`config.mk`:
```
export PLATFORM = sky130hd
export DESIGN_NAME = exec_muldiv_flat
export DESIGN_NICKNAME = d
export VERILOG_FILES = /design/src/rtl/exec_muldiv_if.sv /design/src/rtl/exec_muldiv.sv /design/src/flat_wrapper.sv
export SDC_FILE = /design/constraint.sdc
export NUM_CORES = 1
export LEC_CHECK = 0
export ABC_AREA = 1
export ABC_CLOCK_PERIOD_IN_PS = 7280
export CORE_ASPECT_RATIO = 0.5
export CORE_MARGIN = 2
export CORE_UTILIZATION = 25
export DETAILED_ROUTE_END_ITERATION = 6
export PLACE_DENSITY_LB_ADDON = 0.05
export SLEW_MARGIN = 10
export SYNTH_ARGS = -nofsm -noshare
export SYNTH_HDL_FRONTEND = slang
export SYNTH_SLANG_ARGS = --single-unit
```
`constraint.sdc`:
```
create_clock -name clk -period 7.28 [get_ports clk]
set_clock_uncertainty 0.05 [all_clocks]
set_input_delay 1.456 -clock clk [delete_from_list [all_inputs] [get_ports clk]]
set_output_delay 1.456 -clock clk [all_outputs]
set_load 0.01 [all_outputs]
```
`src/rtl/exec_muldiv_if.sv`:
```
// exec_muldiv_if
//   Bundle between the EX stage (master) and the multi-cycle mul/div unit
//   (slave), including the result path toward MA/write-back.
//
//   Request handshake: a request transfers on a rising clk edge when
//   req_valid_ex, cpu_stat_ex and req_ready are all high and kill is low.
//   req_ready is high only while the unit is idle. The master holds the
//   request fields stable for that one cycle only. A request that is not
//   accepted is dropped and must be re-presented. There is no back-pressure
//   on the result side. res_valid_ma is a single-cycle strobe, and
//   rd_adr_ma/rd_data_ma are meaningful only while it is high.
//
//   Signals:
//     req_valid_ex  M-op request from EX
//     cpu_stat_ex   EX stage is executing; qualifies req_valid_ex
//     req_ready     unit idle, able to accept
//     md_code_ex    funct3 of the M-op
//     rs1_data_ex   operand A
//     rs2_data_ex   operand B
//     rd_adr_ex     destination register
//     kill          pipeline flush, aborts any operation in flight
//     md_busy       stall request toward IF/ID/EX
//     res_valid_ma  result strobe
//     rd_adr_ma     destination of the result
//     rd_data_ma    result data
interface exec_muldiv_if #(
   parameter int XLEN   = 32,
   parameter int RADR_W = 5
);
   logic              req_valid_ex;
   logic              cpu_stat_ex;
   logic              req_ready;
   logic [2:0]        md_code_ex;
   logic [XLEN-1:0]   rs1_data_ex;
   logic [XLEN-1:0]   rs2_data_ex;
   logic [RADR_W-1:0] rd_adr_ex;
   logic              kill;
   logic              md_busy;
   logic              res_valid_ma;
   logic [RADR_W-1:0] rd_adr_ma;
   logic [XLEN-1:0]   rd_data_ma;

   modport master (
      output req_valid_ex, cpu_stat_ex, md_code_ex, rs1_data_ex,
             rs2_data_ex, rd_adr_ex, kill,
      input  req_ready, md_busy, res_valid_ma, rd_adr_ma, rd_data_ma
   );

   modport slave (
      input  req_valid_ex, cpu_stat_ex, md_code_ex, rs1_data_ex,
             rs2_data_ex, rd_adr_ex, kill,
      output req_ready, md_busy, res_valid_ma, rd_adr_ma, rd_data_ma
   );
endinterface

```
`src/rtl/exec_muldiv.sv`:
```
// exec_muldiv
//   Multi-cycle RV32 M-extension unit in the EX stage. It runs a radix-2
//   shift-add multiply and a restoring divide, one bit per cycle, on operand
//   magnitudes. The result sign is applied when the result is registered.
//   Divide-by-zero and signed overflow finish in one cycle.
//
//   Optional feature macro: MULDIV_FAST_MUL_EN. When it is defined, all
//   multiplies use a combinational multiplier at accept and finish in one
//   cycle.
//
//   Ports:
//     clk        clock
//     rst        synchronous active-high reset
//     bus        exec_muldiv_if.slave (request, stall and result signals)
//     dbg_state  current FSM state (0 IDLE, 1 CALC, 2 DONE)
module exec_muldiv #(
   parameter int XLEN   = 32,
   parameter int RADR_W = 5
) (
   input  logic        clk,
   input  logic        rst,
   exec_muldiv_if.slave bus,
   output logic [1:0]  dbg_state
);

   localparam int CW = $clog2(XLEN) + 1;

   typedef enum logic [1:0] {
      IDLE = 2'd0,
      CALC = 2'd1,
      DONE = 2'd2
   } state_t;

   state_t state, state_nxt;

   logic [2:0]        code_q;
   logic              neg_q;
   logic [RADR_W-1:0] rd_q;
   logic [XLEN-1:0]   mcand_q;   // multiplicand for mul, divisor for div
   logic [2*XLEN-1:0] prod_q;    // {acc, multiplier} or {remainder, quotient}
   logic [2*XLEN-1:0] prod_nxt;
   logic [CW-1:0]     cnt_q;

   // Decode of the incoming request
   logic [2:0]      code;
   logic            acc;
   logic            is_div;
   logic            sgn_a, sgn_b, a_neg, b_neg, neg_in;
   logic [XLEN-1:0] a_mag, b_mag;
   logic            div_zero, div_ovf, spec_in;
   logic [XLEN-1:0] spec_res;
   logic            fast_sel;
   logic [2*XLEN-1:0] fast_p;

   assign code   = bus.md_code_ex;
   assign acc    = bus.req_valid_ex & bus.cpu_stat_ex & bus.req_ready & ~bus.kill;
   assign is_div = code[2];

   // MULH, DIV and REM are signed on both operands; MULHSU only on rs1
   assign sgn_a = (code == 3'd1) | (code == 3'd2) | (code == 3'd4) | (code == 3'd6);
   assign sgn_b = (code == 3'd1) | (code == 3'd4) | (code == 3'd6);
   assign a_neg = sgn_a & bus.rs1_data_ex[XLEN-1];
   assign b_neg = sgn_b & bus.rs2_data_ex[XLEN-1];
   assign a_mag = a_neg ? -bus.rs1_data_ex : bus.rs1_data_ex;
   assign b_mag = b_neg ? -bus.rs2_data_ex : bus.rs2_data_ex;
   // A remainder follows the dividend's sign. Everything else is negative
   // when the operand signs differ.
   assign neg_in = (code[2] & code[1]) ? a_neg : (a_neg ^ b_neg);

   assign div_zero = is_div & (bus.rs2_data_ex == '0);
   assign div_ovf  = is_div & ~code[0]
                   & (bus.rs1_data_ex == {1'b1, {(XLEN-1){1'b0}}})
                   & (bus.rs2_data_ex == '1);
   assign spec_in  = div_zero | div_ovf;

   always_comb begin
      spec_res = '0;
      if (div_zero) spec_res = code[1] ? bus.rs1_data_ex : '1;
      else          spec_res = code[1] ? '0 : bus.rs1_data_ex;
   end

`ifdef MULDIV_FAST_MUL_EN
   assign fast_sel = ~code[2];
   assign fast_p   = {{XLEN{1'b0}}, a_mag} * {{XLEN{1'b0}}, b_mag};
`else
   assign fast_sel = 1'b0;
   assign fast_p   = '0;
`endif

   // Apply the sign to the magnitude result and pick the field for the op
   function automatic logic [XLEN-1:0] fix_result(input logic [2:0] c,
                                                  input logic neg,
                                                  input logic [2*XLEN-1:0] p);
      logic [2*XLEN-1:0] pn;
      logic [XLEN-1:0]   q, r, res;
      pn  = neg ? -p : p;
      q   = neg ? -p[XLEN-1:0] : p[XLEN-1:0];
      r   = neg ? -p[2*XLEN-1:XLEN] : p[2*XLEN-1:XLEN];
      res = '0;
      if (c[2])            res = c[1] ? r : q;
      else if (c == 3'd0)  res = pn[XLEN-1:0];
      else                 res = pn[2*XLEN-1:XLEN];
      return res;
   endfunction

   // One iteration step
   logic [XLEN:0] add_sum, rem_shift, diff;

   always_comb begin
      prod_nxt  = prod_q;
      add_sum   = '0;
      rem_shift = '0;
      diff      = '0;
      if (code_q[2]) begin
         // Shift in the next dividend bit, then trial-subtract the divisor.
         // The remainder stays below the divisor, so diff[XLEN] is a borrow.
         rem_shift = {prod_q[2*XLEN-1:XLEN], prod_q[XLEN-1]};
         diff      = rem_shift - {1'b0, mcand_q};
         if (!diff[XLEN])
            prod_nxt = {diff[XLEN-1:0], prod_q[XLEN-2:0], 1'b1};
         else
            prod_nxt = {rem_shift[XLEN-1:0], prod_q[XLEN-2:0], 1'b0};
      end else begin
         add_sum  = {1'b0, prod_q[2*XLEN-1:XLEN]}
                  + {1'b0, (prod_q[0] ? mcand_q : {XLEN{1'b0}})};
         prod_nxt = {add_sum, prod_q[XLEN-1:1]};
      end
   end

   // Next-state logic
   always_comb begin
      state_nxt = state;
      case (state)
         IDLE: if (acc) state_nxt = (spec_in | fast_sel) ? DONE : CALC;
         CALC: begin
            if (bus.kill)                state_nxt = IDLE;
            else if (cnt_q == CW'(1))    state_nxt = DONE;
         end
         DONE:    state_nxt = IDLE;
         default: state_nxt = IDLE;
      endcase
   end

   assign bus.req_ready    = (state == IDLE);
   assign bus.md_busy      = (state != IDLE);
   assign bus.res_valid_ma = (state == DONE) & ~bus.kill;
   assign dbg_state        = state;

   always_ff @(posedge clk) begin
      if (rst) begin
         state          <= IDLE;
         code_q         <= '0;
         neg_q          <= 1'b0;
         rd_q           <= '0;
         mcand_q        <= '0;
         prod_q         <= '0;
         cnt_q          <= '0;
         bus.rd_adr_ma  <= '0;
         bus.rd_data_ma <= '0;
      end else begin
         state <= state_nxt;
         if (acc) begin
            code_q  <= code;
            neg_q   <= neg_in;
            rd_q    <= bus.rd_adr_ex;
            mcand_q <= is_div ? b_mag : a_mag;
            prod_q  <= {{XLEN{1'b0}}, (is_div ? a_mag : b_mag)};
            cnt_q   <= CW'(XLEN);
            if (spec_in | fast_sel) begin
               bus.rd_adr_ma  <= bus.rd_adr_ex;
               bus.rd_data_ma <= fast_sel ? fix_result(code, neg_in, fast_p) : spec_res;
            end
         end else if (state == CALC) begin
            prod_q <= prod_nxt;
            cnt_q  <= cnt_q - CW'(1);
            // Register the final result on the last iteration so it is valid in DONE
            if ((cnt_q == CW'(1)) && !bus.kill) begin
               bus.rd_adr_ma  <= rd_q;
               bus.rd_data_ma <= fix_result(code_q, neg_q, prod_nxt);
            end
         end
      end
   end

endmodule

```
`src/flat_wrapper.sv`:
```
// flat-port wrapper written by rule: the top's interface ports become plain ports
module exec_muldiv_flat 
#(
   parameter int XLEN   = 32,
   parameter int RADR_W = 5
)
  (clk, rst, dbg_state, bus_req_valid_ex, bus_cpu_stat_ex, bus_md_code_ex, bus_rs1_data_ex, bus_rs2_data_ex, bus_rd_adr_ex, bus_kill, bus_req_ready, bus_md_busy, bus_res_valid_ma, bus_rd_adr_ma, bus_rd_data_ma);
  exec_muldiv_if #(.XLEN(XLEN), .RADR_W(RADR_W)) bus_i ();
  input  logic clk;
  input  logic rst;
  output logic [1:0] dbg_state;
  input wire logic [$bits(bus_i.req_valid_ex)-1:0] bus_req_valid_ex;
  input wire logic [$bits(bus_i.cpu_stat_ex)-1:0] bus_cpu_stat_ex;
  input wire logic [$bits(bus_i.md_code_ex)-1:0] bus_md_code_ex;
  input wire logic [$bits(bus_i.rs1_data_ex)-1:0] bus_rs1_data_ex;
  input wire logic [$bits(bus_i.rs2_data_ex)-1:0] bus_rs2_data_ex;
  input wire logic [$bits(bus_i.rd_adr_ex)-1:0] bus_rd_adr_ex;
  input wire logic [$bits(bus_i.kill)-1:0] bus_kill;
  output wire logic [$bits(bus_i.req_ready)-1:0] bus_req_ready;
  output wire logic [$bits(bus_i.md_busy)-1:0] bus_md_busy;
  output wire logic [$bits(bus_i.res_valid_ma)-1:0] bus_res_valid_ma;
  output wire logic [$bits(bus_i.rd_adr_ma)-1:0] bus_rd_adr_ma;
  output wire logic [$bits(bus_i.rd_data_ma)-1:0] bus_rd_data_ma;
  assign bus_i.req_valid_ex = bus_req_valid_ex;
  assign bus_i.cpu_stat_ex = bus_cpu_stat_ex;
  assign bus_i.md_code_ex = bus_md_code_ex;
  assign bus_i.rs1_data_ex = bus_rs1_data_ex;
  assign bus_i.rs2_data_ex = bus_rs2_data_ex;
  assign bus_i.rd_adr_ex = bus_rd_adr_ex;
  assign bus_i.kill = bus_kill;
  assign bus_req_ready = bus_i.req_ready;
  assign bus_md_busy = bus_i.md_busy;
  assign bus_res_valid_ma = bus_i.res_valid_ma;
  assign bus_rd_adr_ma = bus_i.rd_adr_ma;
  assign bus_rd_data_ma = bus_i.rd_data_ma;
  exec_muldiv #(.XLEN(XLEN), .RADR_W(RADR_W)) u_core (.clk(clk), .rst(rst), .bus(bus_i), .dbg_state(dbg_state));
endmodule
```
==> flow_metrics.py <==
metrics = {
    "global_route": {
        "grt_max_degree": 71,
        "antenna_found_initial": 4,
        "grt_pass1_vias": 20360,
        "grt_pass1_wl_mm": 145.3,
        "track_usage_pct": 26.85,
        "grt-ovfl-total": 0,
    },
    "worst_hold_path": {
        "hold_path.class": "reg2reg",
    },
    "clocking": {
        "cts_tree": "done",
        "max-clock-path-buffers": 2,
        "cts_hold_buf": 0,
        "cts.sinks": 150,
        "root_buffer": "clkbuf_16",
        "cts_buffers": 17,
        "clk_pin_slew_ns": 0.08,
        "h-tree-depth": 4,
        "ctsResizeCount": 0,
        "clk_latency_ns": 0.52,
        "cts_setup_buffers": 0,
    },
    "synth": {
        "synth_area_leaders": "nand2_1, dfxtp_1, inv_1",
        "async_reset_ff_share_pct": 0,
        "ys_types": 61,
        "synth_ff_type": "dfxtp_1",
        "synthesis.area_um2": 18070,
        "synth_top_cell_area_share_pct": 16.88,
        "ys_ff_latch": 150,
        "synth.avg_cell_area_um2": 5.627,
        "synth_area_leader_cell": "nand2_1",
        "yosys_warnings": 0,
        "yosysSeqAreaShare_pct": 16.61,
        "synth_edf_count": 0,
        "syn_nets": 3362,
        "synthCells": 3212,
    },
    "drt": {
        "num_vias": 21573,
        "wl_mm": 101.6,
        "routedWlPerCell_um": 23.97,
        "antenna_left": 0,
        "dr.pass1.iters": 5,
        "drc": 0,
        "via_per_inst": 5.088,
        "first_iter_violations": 2074,
    },
    "timing": {
        "max_slew_margin_pct": 19.91,
        "worstMarginPinSlew_ns": 1.189,
        "slew_violations": 0,
        "finalHoldViolations": 0,
        "finalCriticalPeriod_ns": 5.636,
        "rsz0062_at_grt": "no",
        "fmax_mhz": 177.4,
        "post-route-period-util_pct": 77.41,
        "report.final.setup_viol": 0,
        "tns_ns": 0,
        "setup_ws_ns": 1.644,
    },
    "power_and_ir_drop": {
        "p_comb_share_pct": 49.1,
        "power_w": 0.003742,
        "pwr-share-seq_pct": 24.4,
        "cellPowerDensity_nw_per_um2": 179.5,
        "p_int_w": 0.001882,
        "switching_share_pct": 49.69,
        "vdd_drop_max_mv": 0.2077,
        "clkPwrFrac_pct": 26.4,
        "p_switching_w": 0.001859,
        "power_leakage_nw": 10.27,
    },
    "floorplan": {
        "ios": 119,
        "start_util_pct": 25.35,
        "rows": 69,
        "core_um2": 71310,
        "die-area_um2": 74600,
        "die_h_um": 194.1,
        "fp.dieW_um": 384.3,
    },
    "final_layout": {
        "finalCoreUtilization_pct": 29.23,
        "fin_nets": 3418,
        "drive_above_1_share_pct": 6.187,
        "fillers": 8279,
        "final_area_um2": 20840,
        "syn_to_final_growth_pct": 15.32,
    },
    "critical_path": {
        "start_kind": "input port",
        "cpMaxStageDelayCell": "clkdlybuf4s50_1",
        "critPathCaptureType": "flip-flop",
        "arrival_ns": 6.04,
        "crit_family": "buffers and inverters",
        "cp.required_ns": 7.68,
        "path_buf_inv": 4,
        "path_cells": "clkdlybuf4s50_1, inv_2, a21oi_1, or2_2, a31oi_2, inv_1, a21oi_1, xor2_1, nand2_1, o21ai_0, o21ai_0, inv_1",
        "path_max_fanout": 46,
        "cpPeakStageDelay_ns": 0.88,
        "critical_path_class": "in2reg",
    },
    "place": {
        "placed_cell_area_um2": 20260,
        "dp_slack_ns": 1.240,
        "hpwl_mm": 81.94,
        "numPortBuffers": 118,
        "gp_congestion": 0.9368,
    },
    "run_status": {
        "status": "completed",
    },
    "flow_run": {
        "maxCapViolCount": 0,
    },
}
-- Yosys cell counts (12+ instances only) --
library cell  number
o21bai_1          12
a31oi_1           14
xor2_1            68
o221ai_1          29
or2_2             20
nand2_2           32
nor2_1           297
a21oi_1          221
inv_1            521
o21a_1            21
nand3_1          240
dfxtp_1          150
o21ai_0          249
nand4_1           27
nand3b_1          19
o21ai_1           17
nor3_1            51
o211ai_1          34
xnor2_1           40
buf_2             25
nand2_1          813
clkbuf_1          86
nor2_2            17
ha_1              71
-- per-stage QoR --
stage	std cells	hold WS, ns
2_1_floorplan	3212	0.3973
3_3_place_gp	4207	0.4197
3_5_place_dp	4207	0.4224
4_1_cts	4239	0.4375
5_1_grt	4239	0.4541
6_report	4240	0.4395
-- placed cells by master (no fill, tap or decap), types with 6 or more instances in the layout --
| cell type | Yosys | final |
|---|---|---|
| nor2_2 | 17 | 20 |
| a31oi_1 | 14 | 12 |
| clkdlybuf4s50_1 | 0 | 118 |
| inv_1 | 521 | 520 |
| nor4_1 | 10 | 10 |
| o31ai_1 | 8 | 8 |
| nor2_4 | 6 | 6 |
| nand2_1 | 813 | 812 |
| a22oi_1 | 10 | 10 |
| inv_6 | 0 | 6 |
| ha_1 | 71 | 71 |
| a221oi_1 | 10 | 10 |
| a21oi_1 | 221 | 221 |
| o21ai_0 | 249 | 249 |
| o22ai_1 | 6 | 6 |
| o21ai_1 | 17 | 17 |
| o221ai_1 | 29 | 29 |
| nand4_1 | 27 | 27 |
| buf_4 | 1 | 44 |
| xnor2_1 | 40 | 40 |
| inv_2 | 6 | 7 |
| nand3_2 | 10 | 10 |
| nand2_4 | 11 | 11 |
| nand2_2 | 32 | 33 |
| o21bai_1 | 12 | 12 |
| o211ai_1 | 34 | 34 |
| nor3_1 | 51 | 50 |
| clkbuf_16 | 0 | 18 |
| o21a_1 | 21 | 21 |
| xor2_1 | 68 | 68 |
| mux2i_1 | 6 | 6 |
| dfxtp_1 | 150 | 147 |
| nand3_1 | 240 | 240 |
| nand3b_1 | 19 | 19 |
| and2_1 | 8 | 8 |
| or2_2 | 20 | 20 |
| nor2_1 | 297 | 294 |
-- sequential cells by signal (all words and copies together) (netlist names) --
name / count
u_core.code_q: 3
u_core.rd_q: 5
u_core.dbg_state: 2
u_core.neg_q: 1
u_core.cnt_q: 6
u_core.bus.rd_data_ma: 32
u_core.prod_q: 64
u_core.mcand_q: 32
u_core.bus.rd_adr_ma: 5
-- cell families after synthesis --
group | after synthesis | synth area share, %
muxes | 6 | 0.3323
DFF | 150 | 16.61
adders and majority gates | 73 | 5.136
and+or+nand+nor | 1571 | 38.07
AOI/OAI and AO/OA | 648 | 20.47
buffers and inverters | 656 | 14.14
xor gates and xnor gates | 108 | 5.233
-- final cells by class --
cell class,instances,area [um2],share of cell area (%)
multi-input combinational,2406,12540,60.18
sequential,150,3009,14.44
inverter,531,1993,9.562
timing repair buffer,162,1511,7.251
tap,958,1199,5.751
clock buffer,23,509.2,2.443
clock inverter,9,76.32,0.3662
antenna,1,2.502,0.01201
-- final timing paths --
kind | from | to | slack (ns) | cells after the start
max | bus_md_code_ex[1] | u_core.mcand_q[16] | 1.64 | 12
min | u_core.prod_q[15] | u_core.prod_q[15] | 0.44 | 2
max reg2reg | u_core.mcand_q[7] | u_core.bus.rd_data_ma[20] | 1.95 | 34
min reg2reg | u_core.prod_q[15] | u_core.prod_q[15] | 0.44 | 2
-- routing by layer --
metal,wire length [um],up-vias,global-route usage (%)
met5,0,-,0
met4,2093,0,6.626
met3,6324,79,3.651
met2,41950,728,39.86
met1,51250,10280,40.23
li1,-,10486,-
-- worst min-delay path, delay by kind of cell (launching register included) --
family                 cells  cell delay [ns]
DFF                        1             0.31
buffers and inverters      1             0.07
AOI/OAI and AO/OA          1             0.06
-- power by group through the flow --
stage                     logic [W]  registers (W)  clock network (W)
final                       0.00184       0.000915           0.000988
after global routing        0.00201       0.000918            0.00103
after CTS                   0.00182       0.000913            0.00101
after detailed placement    0.00181       0.000932                  0
after global placement      0.00182       0.000932                  0
after floorplan             0.00117       0.000899                  0
(Power assumes the default switching activity.)
